### src/rtl/audio_playback_scheduler.sv
// -----------------------------------------------------------------------------
// audio_playback_scheduler
// Purpose: sequences playback of one audio track from the HPS wav FIFO into the
// DAC FIFOs. It primes the wav FIFO before playing, rebuffers on sustained
// underrun, supports pause/resume/stop, and drains the DAC path after the last
// sample before reporting completion.
//
// Ports:
//   audio_clk       in   sole clock, rising edge
//   reset_n         in   asynchronous active-low reset
//   cmd_start       in   one-cycle start/resume request
//   cmd_pause       in   one-cycle pause request
//   cmd_stop        in   one-cycle stop request
//   track_len[31:0] in   track length in stereo samples (latched on start)
//   wav_level       in   wav FIFO fill level (LEVEL_W bits)
//   wav_valid       in   wav FIFO has a sample
//   dac_ready       in   both DAC FIFOs ready
//   play_out        out  mixer play enable (state == PLAY)
//   state_out[2:0]  out  current state encoding
//   sample_count    out  samples transferred in current track
//   done_pulse      out  one-cycle pulse on normal completion
//   underrun_count  out  total PLAY underrun cycles (saturating)
//
// Configuration macro: AUDIO_UNDERRUN_STATS_EN enables the underrun_count
// statistics counter; when undefined underrun_count is tied to zero.
// -----------------------------------------------------------------------------
module audio_playback_scheduler #(
  parameter int unsigned PRIME_LEVEL    = 64,
  parameter int unsigned UNDERRUN_LIMIT = 8,
  parameter int unsigned DRAIN_CYCLES   = 16,
  parameter int unsigned LEVEL_W        = 8
) (
  input  logic               audio_clk,
  input  logic               reset_n,
  input  logic               cmd_start,
  input  logic               cmd_pause,
  input  logic               cmd_stop,
  input  logic [31:0]        track_len,
  input  logic [LEVEL_W-1:0] wav_level,
  input  logic               wav_valid,
  input  logic               dac_ready,
  output logic               play_out,
  output logic [2:0]         state_out,
  output logic [31:0]        sample_count,
  output logic               done_pulse,
  output logic [15:0]        underrun_count
);

  localparam int unsigned CNT_W  = 32;
  localparam int unsigned STAT_W = 16;
  // Streak counter must be able to hold UNDERRUN_LIMIT itself for the compare.
  localparam int unsigned UR_W   = (UNDERRUN_LIMIT < 2) ? 1 : $clog2(UNDERRUN_LIMIT + 1);
  // Drain counter only needs to reach DRAIN_CYCLES-1.
  localparam int unsigned DR_W   = (DRAIN_CYCLES < 2) ? 1 : $clog2(DRAIN_CYCLES);

  localparam logic [LEVEL_W:0] PRIME_LVL  = (LEVEL_W + 1)'(PRIME_LEVEL);
  localparam logic [UR_W-1:0]  UR_LIMIT   = UR_W'(UNDERRUN_LIMIT);
  localparam logic [DR_W-1:0]  DRAIN_LAST = DR_W'(DRAIN_CYCLES - 1);

  typedef enum logic [2:0] {
    S_IDLE  = 3'd0,
    S_PRIME = 3'd1,
    S_PLAY  = 3'd2,
    S_PAUSE = 3'd3,
    S_DRAIN = 3'd4
  } state_t;

  state_t             r_state;
  logic [CNT_W-1:0]   r_count;
  logic [CNT_W-1:0]   r_len;
  logic [UR_W-1:0]    r_urun;
  logic [DR_W-1:0]    r_drain;
  logic               r_done;

  state_t             w_state_nxt;
  logic [CNT_W-1:0]   w_count_nxt;
  logic [CNT_W-1:0]   w_len_nxt;
  logic [UR_W-1:0]    w_urun_nxt;
  logic [DR_W-1:0]    w_drain_nxt;
  logic               w_done_nxt;

  logic               w_stop;
  logic               w_pause;
  logic               w_start;
  logic               w_fire;
  logic               w_under;
  logic [CNT_W-1:0]   w_cnt_inc;
  logic [UR_W-1:0]    w_urun_inc;
  logic               w_last;
  logic               w_urun_hit;
  logic               w_level_ok;

  // Command priority: stop masks pause and start, pause masks start.
  assign w_stop     = cmd_stop;
  assign w_pause    = cmd_pause & ~cmd_stop;
  assign w_start    = cmd_start & ~cmd_pause & ~cmd_stop;

  assign play_out   = (r_state == S_PLAY);
  assign state_out  = r_state;
  assign sample_count = r_count;
  assign done_pulse = r_done;

  assign w_fire     = play_out & wav_valid & dac_ready;
  assign w_under    = play_out & dac_ready & ~wav_valid;
  assign w_cnt_inc  = r_count + CNT_W'(1);
  assign w_urun_inc = r_urun + UR_W'(1);
  assign w_last     = w_fire && (w_cnt_inc == r_len);
  assign w_urun_hit = w_under && (w_urun_inc == UR_LIMIT);
  assign w_level_ok = ({1'b0, wav_level} >= PRIME_LVL);

  // State and datapath registers.
  always_ff @(posedge audio_clk or negedge reset_n) begin
    if (!reset_n) begin
      r_state <= S_IDLE;
      r_count <= '0;
      r_len   <= '0;
      r_urun  <= '0;
      r_drain <= '0;
      r_done  <= 1'b0;
    end else begin
      r_state <= w_state_nxt;
      r_count <= w_count_nxt;
      r_len   <= w_len_nxt;
      r_urun  <= w_urun_nxt;
      r_drain <= w_drain_nxt;
      r_done  <= w_done_nxt;
    end
  end

  // Next-state and datapath update.
  always_comb begin
    w_state_nxt = r_state;
    w_count_nxt = r_count;
    w_len_nxt   = r_len;
    w_urun_nxt  = '0;
    w_drain_nxt = '0;
    w_done_nxt  = 1'b0;

    case (r_state)
      S_IDLE: begin
        if (w_start && (track_len != '0)) begin
          w_state_nxt = S_PRIME;
          w_len_nxt   = track_len;
          w_count_nxt = '0;
        end
      end

      S_PRIME: begin
        if (w_stop) begin
          w_state_nxt = S_IDLE;
        end else if (w_pause) begin
          w_state_nxt = S_PAUSE;
        end else if (w_level_ok) begin
          w_state_nxt = S_PLAY;
        end
      end

      S_PLAY: begin
        // A fire is always counted, even when a command leaves PLAY.
        if (w_fire) begin
          w_count_nxt = w_cnt_inc;
        end
        if (w_fire) begin
          w_urun_nxt = '0;
        end else if (w_under) begin
          w_urun_nxt = w_urun_inc;
        end else begin
          w_urun_nxt = r_urun;
        end
        // Completion outranks pause so a finished track never parks in PAUSE.
        if (w_stop) begin
          w_state_nxt = S_IDLE;
        end else if (w_last) begin
          w_state_nxt = S_DRAIN;
        end else if (w_pause) begin
          w_state_nxt = S_PAUSE;
        end else if (w_urun_hit) begin
          w_state_nxt = S_PRIME;
        end
        // Streak is only meaningful while playing.
        if (w_state_nxt != S_PLAY) begin
          w_urun_nxt = '0;
        end
      end

      S_PAUSE: begin
        if (w_stop) begin
          w_state_nxt = S_IDLE;
        end else if (w_start) begin
          w_state_nxt = S_PRIME;
        end
      end

      S_DRAIN: begin
        if (w_stop) begin
          w_state_nxt = S_IDLE;
        end else if (r_drain == DRAIN_LAST) begin
          w_state_nxt = S_IDLE;
          w_done_nxt  = 1'b1;
        end else begin
          w_drain_nxt = r_drain + DR_W'(1);
        end
      end

      default: begin
        w_state_nxt = S_IDLE;
      end
    endcase
  end

`ifdef AUDIO_UNDERRUN_STATS_EN
  logic [STAT_W-1:0] r_ucnt;

  // Lifetime underrun statistic, saturating, cleared only by reset.
  always_ff @(posedge audio_clk or negedge reset_n) begin
    if (!reset_n) begin
      r_ucnt <= '0;
    end else if (w_under && (r_ucnt != {STAT_W{1'b1}})) begin
      r_ucnt <= r_ucnt + STAT_W'(1);
    end
  end

  assign underrun_count = r_ucnt;
`else
  assign underrun_count = STAT_W'(0);
`endif

endmodule

### config.mk
export PLATFORM = sky130hd
export DESIGN_NAME = audio_playback_scheduler
export DESIGN_NICKNAME = d
export VERILOG_FILES = /design/src/rtl/audio_playback_scheduler.sv
export SDC_FILE = /design/constraint.sdc
export NUM_CORES = 1
export LEC_CHECK = 0
export BUFFER_PORTS_ARGS = -buffer_cell sky130_fd_sc_hd__buf_2
export CAP_MARGIN = 20
export CELL_PAD_IN_SITES_DETAIL_PLACEMENT = 1
export CELL_PAD_IN_SITES_GLOBAL_PLACEMENT = 1
export CORE_ASPECT_RATIO = 1.25
export CORE_UTILIZATION = 46
export DETAILED_ROUTE_END_ITERATION = 6
export PLACE_DENSITY_LB_ADDON = 0.1
export SLEW_MARGIN = 20
export SYNTH_ARGS = -nofsm -noshare
export SYNTH_HDL_FRONTEND = slang
export SYNTH_SLANG_ARGS = --single-unit
### constraint.sdc
create_clock -name audio_clk -period 5.3 [get_ports audio_clk]
set_input_delay 0.265 -clock audio_clk [delete_from_list [all_inputs] [get_ports audio_clk]]
set_output_delay 0.265 -clock audio_clk [all_outputs]
set_load 0.005 [all_outputs]
After elaboration in Yosys (flattened, before gate mapping)
Index checks and enable logic that the tools add are counted.
- add/subtract/negate cells: 3
- $lt $le $gt $ge: 1
- eq/ne operators: 14
- multiplexer cells: 27
- bitwise gates (word level): 10
- reductions and logical operators: 9
- operators by type and width (cell ; count):
    32-bit 2-to-1 mux ; 2
    32-bit case mux with 2 select lines ; 1
    3-bit 2-to-1 mux ; 13
    32-bit by 1-bit adder with 32-bit output, second input constant ; 1
    32-bit == test ; 1
    32-bit nonzero test ; 1
    4-bit 2-to-1 mux ; 7
    3-bit case mux with 5 select lines ; 1
    4-bit by 1-bit adder with 4-bit output, second input constant ; 2
    4-bit == test, second input constant ; 2
    8-bit by 7-bit >= comparator with 1-bit output, second input constant ; 1
    1-bit AND ; 7
    3-bit by 2-bit == test with 1-bit output, second input constant ; 2
    3-bit inequality test, second input constant ; 2
    4-bit by 1-bit inequality test with 1-bit output, second input constant ; 1
    4-bit inequality test, second input constant ; 1
    4-bit AND reduction ; 1
    3-bit by 1-bit == test with 1-bit output, second input constant ; 1
    3-bit == test, second input constant ; 1
    1-bit logical AND ; 3
    3-bit zero test ; 1
    1-bit 2-to-1 mux ; 3
    3-bit by 2-bit inequality test with 1-bit output, second input constant ; 1
    1-bit NOT ; 3
    5 further kinds ; 5
- flip-flop bits (word level): 76
- input bits: 47
- output and inout port bits: 53
- logic and storage cells: 70

Longest topological paths before layout
- depth in word-level cells: 12
- depth in mapped cells: 11
- mapped depth without buffers: 10

Worst setup path before layout
Ideal clock, no wire load.
- kind: register to register
- from: register r_count[0] (netlist: sample_count[0])
- to: register r_state[1] (netlist: state_out[1])
- setup time: 0.140 ns
- arrival time: 2.912 ns
- data required time: 5.160 ns
- path slack: 2.248 ns
- stages on the path, launching flop included: 12
- path buffers: 2
- clock period less this slack: 3.052 ns
- cells stage by stage: dfrtp_1 > ha_1 > buf_2 > nand3_2 > or3_1 > buf_2 > or4b_4 > mux2i_1 > and4b_1 > nand4_1 > nor4_2 > o22ai_1
- cells in the longest elaborated chain, start to end: 7
- RTL lines (item ; RTL line ; RTL):
    from (decl) ; 69 ; logic [CNT_W-1:0] r_count;
    from (signal assigned) ; 122 ; r_count <= w_count_nxt;
    32-bit by 1-bit adder with 32-bit output ; 105 ; assign w_cnt_inc = r_count + CNT_W'(1);
    32-bit == test ; 107 ; assign w_last = w_fire && (w_cnt_inc == r_len);
    1-bit logical AND ; 107 ;
    3-bit 2-to-1 mux ; 173 ; end else if (w_last) begin
    3-bit 2-to-1 mux ; 171 ; if (w_stop) begin
    3-bit 2-to-1 mux ; 139 ; case (r_state)
    3-bit case mux with 5 select lines ; 139 ;
    to (signal assigned) ; 121 ; r_state <= w_state_nxt;
    to (decl) ; 68 ; state_t r_state;
Every way passes these cells. The select of a mux whose other input is x is not followed.
A chain may end at the register's enable or synchronous reset.

Worst setup path in the final report
- from: register r_count[4] (netlist: sample_count[4])
- to: register r_state[2] (netlist: state_out[2])
Same word-level chain as after synthesis.

==> flow_summary.json <==
{
  "status": "finished, violations left",
  "violations": "negative hold slack",
  "worstMarginPinSlew_ns": 1.000,
  "yosysWarnings": 0,
  "dieHeight_um": 119.7,
  "rr_startpoint": "sample_count[4]",
  "min_period_ns": 3.961,
  "die_area_sq_mm": 0.01151,
  "cts_tree": "done",
  "required_ns": 5.57,
  "cpMostUsedCell": "or4_1",
  "min_path_type": "input port to asynchronous set/reset pin",
  "powerDensity_mw_per_mm2": 361.3,
  "p_leak_nw": 2.529,
  "cts_setup_buffers": 0,
  "fin_util_pct": 54.09,
  "clk_pin_slew_ns": 0.06,
  "drive_gt1_share_pct": 22.82,
  "first_pass_iters": 5,
  "worst_r2r_path_depth": 8,
  "grt_usage_pct": 27.76,
  "cp-end-kind": "register",
  "drc": 0,
  "antenna_cells": 0,
  "p_int_mw": 1.414,
  "slowest_stage": "or3_1",
  "synth_ff_type": "dfrtp_1",
  "detail-route-antenna-nets": 0,
  "cap_viol_max_count": 0,
  "io_buffers": 77,
  "synth_seq_cells": 76,
  "grt_use_met2_pct": 46.68,
  "switching_power_mw": 0.6712,
  "hold_viol_final": 75,
  "slowest_delay_ns": 0.80,
  "met1_usage_pct": 35.32,
  "p_comb_share_pct": 28.2,
  "grtUsageMet3_pct": 3.485,
  "boundaryPins": 100,
  "core_area_sq_mm": 0.01067,
  "cts_resized": 0,
  "r2r-end": "state_out[2]",
  "fmax_mhz": 252.5,
  "syn2layout_area_growth_pct": 13.15,
  "crit_type": "register to register",
  "cts-buffers-inserted": 9,
  "seqPwrFrac_pct": 39.3,
  "fin_skew_ns": 0.005198,
  "grt_max_degree": 77,
  "post-route-period-util_pct": 74.73,
  "synth_enable_flop_cells": 0,
  "grt_pass1_vias": 4766,
  "relSlewSlack_pct": 33.30,
  "antenna_found_initial": 0,
  "start_kind": "register",
  "hold_buffers": 0,
  "synth.avg_cell_area_sq_um": 9.026,
  "fin_setup_tns_ns": 0,
  "whs_ns": -0.03932,
  "seq_area_frac_synth_pct": 37.29,
  "stdcell_area_sq_mm": 0.005771,
  "critical_path.max_fanout": 20,
  "dp_hpwl_mm": 10.63,
  "post_drt_wl_per_cell_um": 19.70,
  "setup_violations": 0,
  "worstPathCellList": "nand4_1, or3_1, or4_1, nor2_1, xnor2_1, o2111ai_1, or4_1, nand2_1",
  "drt_wl_total_mm": 14.78,
  "maxSlewViolCount": 0,
  "arrival_ns": 4.24,
  "rsz0062_at_grt": "no",
  "grt_busiest_layer": "met2",
  "p_total_mw": 2.085,
  "final_cell_mix": "dfrtp_1, buf_2, nand2_1, o21ai_0, nor2_1",
  "grt_pass1_wl_mm": 24.39,
  "worstSkewPairLatency_ns": 0.34,
  "cts.sinks": 76,
  "async_flop_share_pct": 100.0,
  "initial_utilization_pct": 47.81,
  "gp_congestion": 0.8353,
  "routed-via-count": 4593,
  "pwr-share-clk_pct": 32.5,
  "synth_cells": 565,
  "die_w_um": 96.18,
  "drt-initial-drc-count": 202,
  "synth_area_sq_mm": 0.005100,
  "fin_nets": 665,
  "placed_area_sq_mm": 0.005436,
  "gr-total-overflow": 0,
  "vdd_drop_max_v": 0.0001626,
  "via_per_inst": 6.124,
  "clockRootBuffer": "clkbuf_16",
  "core.rowCount": 42,
  "sw_frac_of_total_pct": 32.19,
  "cts_max_level": 3,
  "synth.distinct_cells": 65,
  "worst-r2r-setup-slack_ns": 1.34,
  "clk_path_buf_depth": 2
}
==> layout make-up <==
class / instances / area [sq um]
repair buffers: 79 / 406.6
multi-input cells: 443 / 2953
flip-flops and latches: 76 / 1902
clock buffers: 11 / 252.7
well taps: 132 / 165.2
inverters: 5 / 18.77
fillers: 1301 / 4897
clock inverters: 4 / 72.57
==> synth_stat cells (all sizes together) (19+ instances only) <==
library cell,n,area [sq um]
xor2,19,166.4
nand3,24,125.1
nor2,40,150.1
o21ai,49,245.2
nor4,22,186.4
mux2,33,371.6
xnor2,34,297.8
a21oi,20,100.1
buf,29,186.4
dfrtp,76,1902
nand2,48,180.2
clkbuf,27,101.4
==> metal layers <==
layer | routed length [um] | up-vias
li1 | - | 2134
met1 | 6227 | 2307
met2 | 7612 | 123
met3 | 572 | 29
met4 | 365 | 0
met5 | 0 | -
==> worst max path at each step <==
stage                     slack, ns       startpoint           end  cells past startpoint
after floorplan                2.25  sample_count[0]  state_out[1]                     11
after detailed placement       1.39  sample_count[4]  state_out[1]                      8
after global placement         1.48  sample_count[4]  state_out[1]                      8
after global routing           1.02  sample_count[4]  state_out[1]                      8
final                          1.34  sample_count[4]  state_out[2]                      8
after CTS                      1.38  sample_count[4]  state_out[1]                      8
==> kinds of logic after synthesis <==
logic type	synth area share (%)
AND/OR/NAND/NOR	22.60
adder cells (fa/ha/maj)	0.9814
flip-flops	37.29
multiplexers	7.679
AO/OA/AOI/OAI	15.80
buffers and inverters	6.011
XOR/XNOR	9.568
other	0.07353
==> worst max-delay path, delay by kind of cell (launching register included) <==
| family | cells | cell delay [ns] |
|---|---|---|
| DFF | 1 | 0.75 |
| AOI/OAI and AO/OA | 1 | 0.14 |
| xor gates and xnor gates | 1 | 0.18 |
| and+or+nand+nor | 6 | 2.84 |
==> power groups by stage <==
stage,clock (mW),sequential (mW),combinational [mW]
2_1_floorplan,0,0.788,0.445
3_3_place_gp,0,0.824,0.563
3_5_place_dp,0,0.832,0.583
4_1_cts,0.693,0.821,0.588
5_1_grt,0.710,0.837,0.646
6_report,0.677,0.820,0.588
==> registers in the layout, indices dropped and copies added (netlist names) <==
register and cells:
r_len 32, sample_count 32, r_drain 4, r_urun 4, state_out 3, done_pulse 1
==> per-stage QoR <==
stage	std cells	setup WS, ns
finish	750	1.339
global route	750	1.024
CTS	750	1.383
detailed placement	735	1.386
global placement	735	1.485
floorplan	580	2.248
Power figures use the tool's default switching activity.
